$ cat config.mk
export PLATFORM = sky130hd
export DESIGN_NAME = seqdet_rr_sched
export DESIGN_NICKNAME = d
export VERILOG_FILES = /design/src/rtl/seqdet_rr_sched.sv
export SDC_FILE = /design/constraint.sdc
export NUM_CORES = 1
export LEC_CHECK = 0
export CORE_MARGIN = 3
export CORE_UTILIZATION = 45
export CTS_CLUSTER_DIAMETER = 100
export DETAILED_ROUTE_END_ITERATION = 8
export GPL_ROUTABILITY_DRIVEN = 1
export GPL_TIMING_DRIVEN = 0
export PLACE_DENSITY = 0.71
export RECOVER_POWER = 25
export SETUP_SLACK_MARGIN = 0.5
export SLEW_MARGIN = 0
export SYNTH_ARGS = -nofsm -noshare
export SYNTH_HDL_FRONTEND = slang
export SYNTH_SLANG_ARGS = --single-unit
$ cat constraint.sdc
create_clock -name clk -period 2.22 [get_ports clk]
set_input_delay 0.555 -clock clk [delete_from_list [all_inputs] [get_ports clk]]
set_output_delay 0.555 -clock clk [all_outputs]
set_load 0.02 [all_outputs]
$ cat src/rtl/seqdet_rr_sched.sv
// Round-robin scheduler sharing one overlapping 1101 Moore detector
// among NREQ requesters; reports a saturating count per frame.
module seqdet_rr_sched #(
  parameter int NREQ      = 4,
  parameter int FRAME_LEN = 8,
  parameter int CNT_W     = 4
) (
  input  logic                      clk,
  input  logic                      reset_n,
  input  logic [NREQ-1:0]           req,
  input  logic [NREQ*FRAME_LEN-1:0] frame_data,
  output logic [NREQ-1:0]           gnt,
  output logic                      busy,
  output logic                      done,
  output logic [$clog2(NREQ)-1:0]   done_id,
  output logic [CNT_W-1:0]          det_count
);

  localparam int IDW = $clog2(NREQ);
  localparam int BCW = $clog2(FRAME_LEN);

  typedef enum logic [1:0] {
    IDLE, GRANT, SHIFT, DONE
  } st_t;

  typedef enum logic [2:0] {
    S0, S1, S2, S3, S4
  } det_t;

  st_t                  state_q, state_d;
  det_t                 det_q, det_d, det_nx;
  logic [IDW-1:0]       last_q, last_d;
  logic [IDW-1:0]       win_q, win_d;
  logic [FRAME_LEN-1:0] sh_q, sh_d;
  logic [BCW-1:0]       bit_q, bit_d;
  logic [CNT_W-1:0]     cnt_q, cnt_d;
  logic [NREQ-1:0]      gnt_q, gnt_d;
  logic                 done_q, done_d;
  logic [IDW-1:0]       done_id_q, done_id_d;
  logic [CNT_W-1:0]     det_count_q, det_count_d;

  logic                 found;
  logic [IDW-1:0]       rr_win;
  logic [IDW-1:0]       idx;
  logic [FRAME_LEN-1:0] rr_frame;

  function automatic det_t det_next(det_t s, logic b);
    det_t n;
    n = S0;
    unique case (s)
      S0: n = b ? S1 : S0;
      S1: n = b ? S2 : S0;
      S2: n = b ? S2 : S3;
      S3: n = b ? S4 : S0;
      S4: n = b ? S2 : S0;
      default: n = S0;
    endcase
    return n;
  endfunction

  // Search starts one past the last winner and wraps.
  always_comb begin
    found  = 1'b0;
    rr_win = last_q;
    idx    = '0;
    for (int i = 1; i <= NREQ; i++) begin
      idx = IDW'((int'(last_q) + i) % NREQ);
      if (!found && req[idx]) begin
        found  = 1'b1;
        rr_win = idx;
      end
    end
  end

  always_comb begin
    rr_frame = '0;
    for (int i = 0; i < NREQ; i++) begin
      if (rr_win == IDW'(i)) begin
        rr_frame = frame_data[i*FRAME_LEN +: FRAME_LEN];
      end
    end
  end

  always_comb begin
    state_d     = state_q;
    det_d       = det_q;
    last_d      = last_q;
    win_d       = win_q;
    sh_d        = sh_q;
    bit_d       = bit_q;
    cnt_d       = cnt_q;
    gnt_d       = '0;
    done_d      = 1'b0;
    done_id_d   = done_id_q;
    det_count_d = det_count_q;
    det_nx      = det_next(det_q, sh_q[FRAME_LEN-1]);
    unique case (state_q)
      IDLE: begin
        if (found) begin
          state_d = GRANT;
          gnt_d   = NREQ'(1) << rr_win;
          win_d   = rr_win;
          last_d  = rr_win;
          sh_d    = rr_frame;
          det_d   = S0;
          bit_d   = '0;
          cnt_d   = '0;
        end
      end
      GRANT: state_d = SHIFT;
      SHIFT: begin
        det_d = det_nx;
        sh_d  = sh_q << 1;
        bit_d = bit_q + 1'b1;
        if (det_nx == S4 && cnt_q != {CNT_W{1'b1}}) begin
          cnt_d = cnt_q + 1'b1;
        end
        if (bit_q == BCW'(FRAME_LEN-1)) begin
          state_d     = DONE;
          bit_d       = '0;
          done_d      = 1'b1;
          done_id_d   = win_q;
          det_count_d = cnt_d;
        end
      end
      DONE: state_d = IDLE;
      default: state_d = IDLE;
    endcase
  end

  always_ff @(posedge clk or negedge reset_n) begin
    if (!reset_n) begin
      state_q     <= IDLE;
      det_q       <= S0;
      last_q      <= IDW'(NREQ-1);
      win_q       <= '0;
      sh_q        <= '0;
      bit_q       <= '0;
      cnt_q       <= '0;
      gnt_q       <= '0;
      done_q      <= 1'b0;
      done_id_q   <= '0;
      det_count_q <= '0;
    end else begin
      state_q     <= state_d;
      det_q       <= det_d;
      last_q      <= last_d;
      win_q       <= win_d;
      sh_q        <= sh_d;
      bit_q       <= bit_d;
      cnt_q       <= cnt_d;
      gnt_q       <= gnt_d;
      done_q      <= done_d;
      done_id_q   <= done_id_d;
      det_count_q <= det_count_d;
    end
  end

  assign gnt       = gnt_q;
  assign busy      = (state_q != IDLE);
  assign done      = done_q;
  assign done_id   = done_id_q;
  assign det_count = det_count_q;

endmodule

Word-level counts from Yosys, hierarchy flattened
Index checks and enable logic that the tools add are counted.

cells by class
  mux-type cells = 41
  $lt $le $gt $ge = 4
  add/sub/neg operators = 6
  shift-type cells = 1
  reductions and logical operators = 17
  equality and inequality tests = 15

operator list
  operator               number
  $mux W8                5
  $mux W4                4
  $pmux W8 S2            1
  $mux W2                7
  $lt A2 B3 Y1 const B   4
  $mux W1                12
  $pmux W3 S2            2
  $pmux W3 S4            1
  $eq A3 B3 Y1 const B   3
  $mux W3                3
  $bmux W1 S2            4
  $eq A2 B2 Y1 const B   4
  $pmux W2 S4            1
  $pmux W4 S2            1
  $reduce_and A2 Y1      4
  $eq A3 B2 Y1 const B   2
  $add A2 B1 Y2 const B  2
  $add A2 B2 Y2 const B  2
  $add A4 B1 Y4 const B  1
  $eq A2 B1 Y1 const B   2
  $logic_and A1 B1 Y1    4
  $logic_not A2 Y1       2
  $ne A2 B2 Y1 const B   2
  $ne A4 B4 Y1 const B   1
  other kinds (7)        10

storage, ports and cells
  flip-flop bits (word level) = 35
  input port bits = 38
  word-level logic and storage cells = 95

Longest topological paths before layout
  depth in word-level cells = 20
  gate-level depth with buffers = 9
  gate-level depth less buffers = 7

Worst setup path after synthesis
Ideal clock, no wire load.

  kind = input to register
  from = input port req[1]
  to = register sh_q[7]
  setup time = 0.129 ns
  stages on the path = 7
  required time = 2.091 ns
  arrival time = 1.776 ns
  path slack = 0.315 ns
  cells stage by stage = or4_1 > buf_6 > mux2i_4 > buf_6 > a21oi_1 > a21oi_2 > a21oi_2

between the ends
  cells in the longest elaborated chain, start to end = 19
  elaborated cells on any way between the ends = 34
  those cells by class = eq/ne: 4; mux: 22; reduce/logical: 8

RTL lines
  item                           RTL line  text
  start, declared                10        input logic [NREQ-1:0] req,
  $bmux W1 S2                    68        if (!found && req[idx]) begin
  $mux W1 (not written as such)  68
  $mux W1                        68
  $logic_not A1 Y1               68
  $logic_and A1 B1 Y1            68
  $mux W1                        68
  $logic_not A1 Y1               68
  $logic_and A1 B1 Y1            68
  $mux W1                        68
  $logic_not A1 Y1               68
  $logic_and A1 B1 Y1            68
  $mux W2                        68
  $logic_not A2 Y1               78        if (rr_win == IDW'(i)) begin
  $mux W8 (4 in a row)           78
  $mux W8                        99        if (found) begin
  $pmux W8 S2                    97        unique case (state_q)
  end signal, assigned           137       sh_q <= '0;
  end signal, assigned           149       sh_q <= sh_d;
  end, declared                  34        logic [FRAME_LEN-1:0] sh_q, sh_d;

Parallel ways exist; a longest one is shown, timed or not. The select of a mux whose other input is x is not followed.
A chain may end at the register's enable or synchronous reset.

Worst setup path in the final report
  from = input port req[0]
  to = register sh_q[6]

The elaborated chain is that of the path after synthesis.

==> impl_metrics.yaml <==
clock_network:
  cts_tree: "yes"
  ctsRootBufferMaster: "clkbuf_8"
  numCtsBuffers: 5
  htreeDepth: 2
  cts_sinks: 35
  cts.clk_slew.worst_paths_ns: 0.07
  insertion_delay_ns: 0.29
  cts_buffer_depth: 2
sta:
  drv_slew: 0
  min_period_ns: 1.81
  clock_skew_ns: 0.00799
  setup_viol: 0
  timing.fmax_ghz: 0.552
  worst_pin_slew_ns: 0.761
  maxSlewHeadroom_pct: 49.3
  min_period_over_period_pct: 81.7
  grt_setup_unrepaired: "yes"
  hold_viol: 0
critical_path:
  slowest_stage: "or4_4"
  crit_chain: "buf_6 -> or4_4 -> buf_8 -> mux2i_4 -> buf_6 -> a21oi_2 -> a21oi_2 -> a21oi_1"
  required_ns: 2.39
  crit_type: "in -> reg"
  crit_arrival_ns: 1.98
  crit_fanout: 7
  slowest_delay_ns: 0.53
  cp-end-kind: "flop"
  critPathLaunchType: "input port"
floorplanning:
  rows: 23
  die_area_um2: 5410
  ios: 50
  die_w_um: 73.5
  core_um2: 4200
  die_y_um: 73.5
  initial_core_util_pct: 48.8
final_layout:
  diodes: 0
  drive_gt1_share_pct: 31.4
  multi_input_area_um2: 1330
  register_area_um2: 880
  syn2layout_area_growth_pct: 50.5
  n_fill_cell: 305
  finalNonFillerCells: 333
  fin_nets: 325
  finish.utilization_pct: 73.5
synthesis:
  yosysTopAreaCellShare_pct: 40.2
  synthTopCellsByArea: "dfrtp_1 40%, a21oi_1 3.9%, o21ai_0 3.4%"
  yosys_warnings: 0
  ys_ff_latch: 35
  synthCells: 214
  async_flop_share_pct: 100
  synth-main-ff-cell: "dfrtp_1"
  synth_top_area_cell: "dfrtp_1"
  syn-num-nets: 257
  syn_area_um2: 2050
  ys_types: 52
  syn_avg_cell_area_um2: 9.59
  synth-edff-count: 0
  ys_seq_area_share_pct: 42.8
power_and_ir_drop:
  ir_worst_vdd_v: 0.000674
  p_per_area_nw_per_um2: 1230
  leakagePower_uw: 0.00136
route:
  dr.pass1.iters: 4
  wl_per_cell_um: 15.2
  vias_per_cell: 5.54
  wirelength_um: 5070
  antenna_left: 0
  via_count: 1845
  drt-initial-drc-count: 135
  drc: 0
job:
  maxCapViolations: 0
placement:
  globalplace.congestion: 0.801
  dp_hpwl_um: 3430
  numPlacedInstances: 313
  io_buffers: 49
worst_hold_path:
  holdCritPathClass: "in -> async"
global_route:
  grt_usage_pct: 19.8
  gr-total-overflow: 0
  antenna_found_initial: 0
  first_global_vias: 1856
  grt_max_degree: 36
  grt_pass1_wl_um: 8290
outcome:
  run_status: "finished clean"
[power by group]
group	switching (uW)	total, uW	internal, uW
Clock	221	441	220
Sequential	163	1030	871
Combinational	1250	2330	1080
[cells in the mapped netlist (4+ instances only)]
cell type,count
a21boi_0,9
a21oi_1,16
a21oi_2,6
a221oi_1,7
and3_1,8
dfrtp_1,33
ha_1,5
inv_1,13
nand2_1,18
nor2_1,11
nor3_1,4
o21ai_0,14
o31ai_1,4
[registers in the layout, summed over array words and instances, names as in the netlist]
name,count
bit_q,3
cnt_q,4
det_count,4
det_q,3
done,1
done_id,2
gnt,4
last_q,2
sh_q,8
state_q,2
win_q,2
[per-layer routing]
metal	up-vias	track usage, %	share of wire [%]
met5	-	0	0
met4	0	7.85	1.6
met3	7	5.75	5.5
met2	62	32.5	48
met1	855	24.4	45
li1	921	-	-
[worst max-delay path: cells and delay by family]
| kind | cells | cell delay (ns) |
|---|---|---|
| compound gates | 3 | 0.20 |
| simple gates | 1 | 0.53 |
| mux | 1 | 0.26 |
| buf+inv | 3 | 0.44 |
[cells in the final DEF (no fill, tap or decap), drive strengths merged, types with 5 or more instances in the layout]
cell type and n:
nor2 13, o21ai 17, dlygate4sd2 11, inv 13
clkdlybuf4s50 32, dfrtp 33, a21oi 22, ha 5
a221oi 8, a21boi 9, buf 25, and3 8
nand2 19, clkbuf 9
[per-stage QoR]
stage                     total power, uW  TNS [ns]  worst slack (ns)  hold slack, ns  instance area (um2)
after detailed placement             2770     -8.84            -0.486           0.470                 2620
after global routing                 4080         0             0.352           0.405                 3090
final                                3800         0             0.407           0.336                 3090
after CTS                            3630         0             0.416           0.367                 2970
after global placement               2740    -14.99            -0.481           0.461                 2630
after floorplan                      2290         0             0.343           0.259                 2070
[worst paths after layout]
check,from,endpoint,slack (ns),depth (start not counted)
max reg2reg,last_q[1],sh_q[4],0.41,6
max,req[0],sh_q[6],0.41,8
min in group clk,det_count[0],det_count[0],0.48,2
min,reset_n,sh_q[7],0.34,1
min reg2reg,det_count[0],det_count[0],0.48,2
max in group asynchronous,reset_n,bit_q[0],1.36,1
[kinds of logic (layout without fill, tap and decap cells)]
logic type	Yosys count	count (layout)	synth area share [%]
fa+ha+maj	5	5	3.05
xor+xnor	2	2	0.854
compound gates	76	77	25.5
mux	7	7	4.21
simple gates	66	66	17.9
flops	35	35	42.8
buf+inv	23	91	5.67
[cell type report]
type / instances / area share [%]
repair buffers: 60 / 18.6
flip-flops and latches: 35 / 28.5
plain buffers: 10 / 3.48
well taps: 50 / 2.03
clock buffers: 7 / 2.47
clock inverters: 1 / 0.162
inverters: 13 / 1.66
multi-input cells: 157 / 43.1
[repair_timing]
action,in CTS,in global routing
setup buffers,8,2
pin swaps,11,5
gates resized for setup,72,38
hold buffers,0,0
setup endpoints to repair,41,28
gates cloned,2,0
Power figures use the tool's default switching activity.
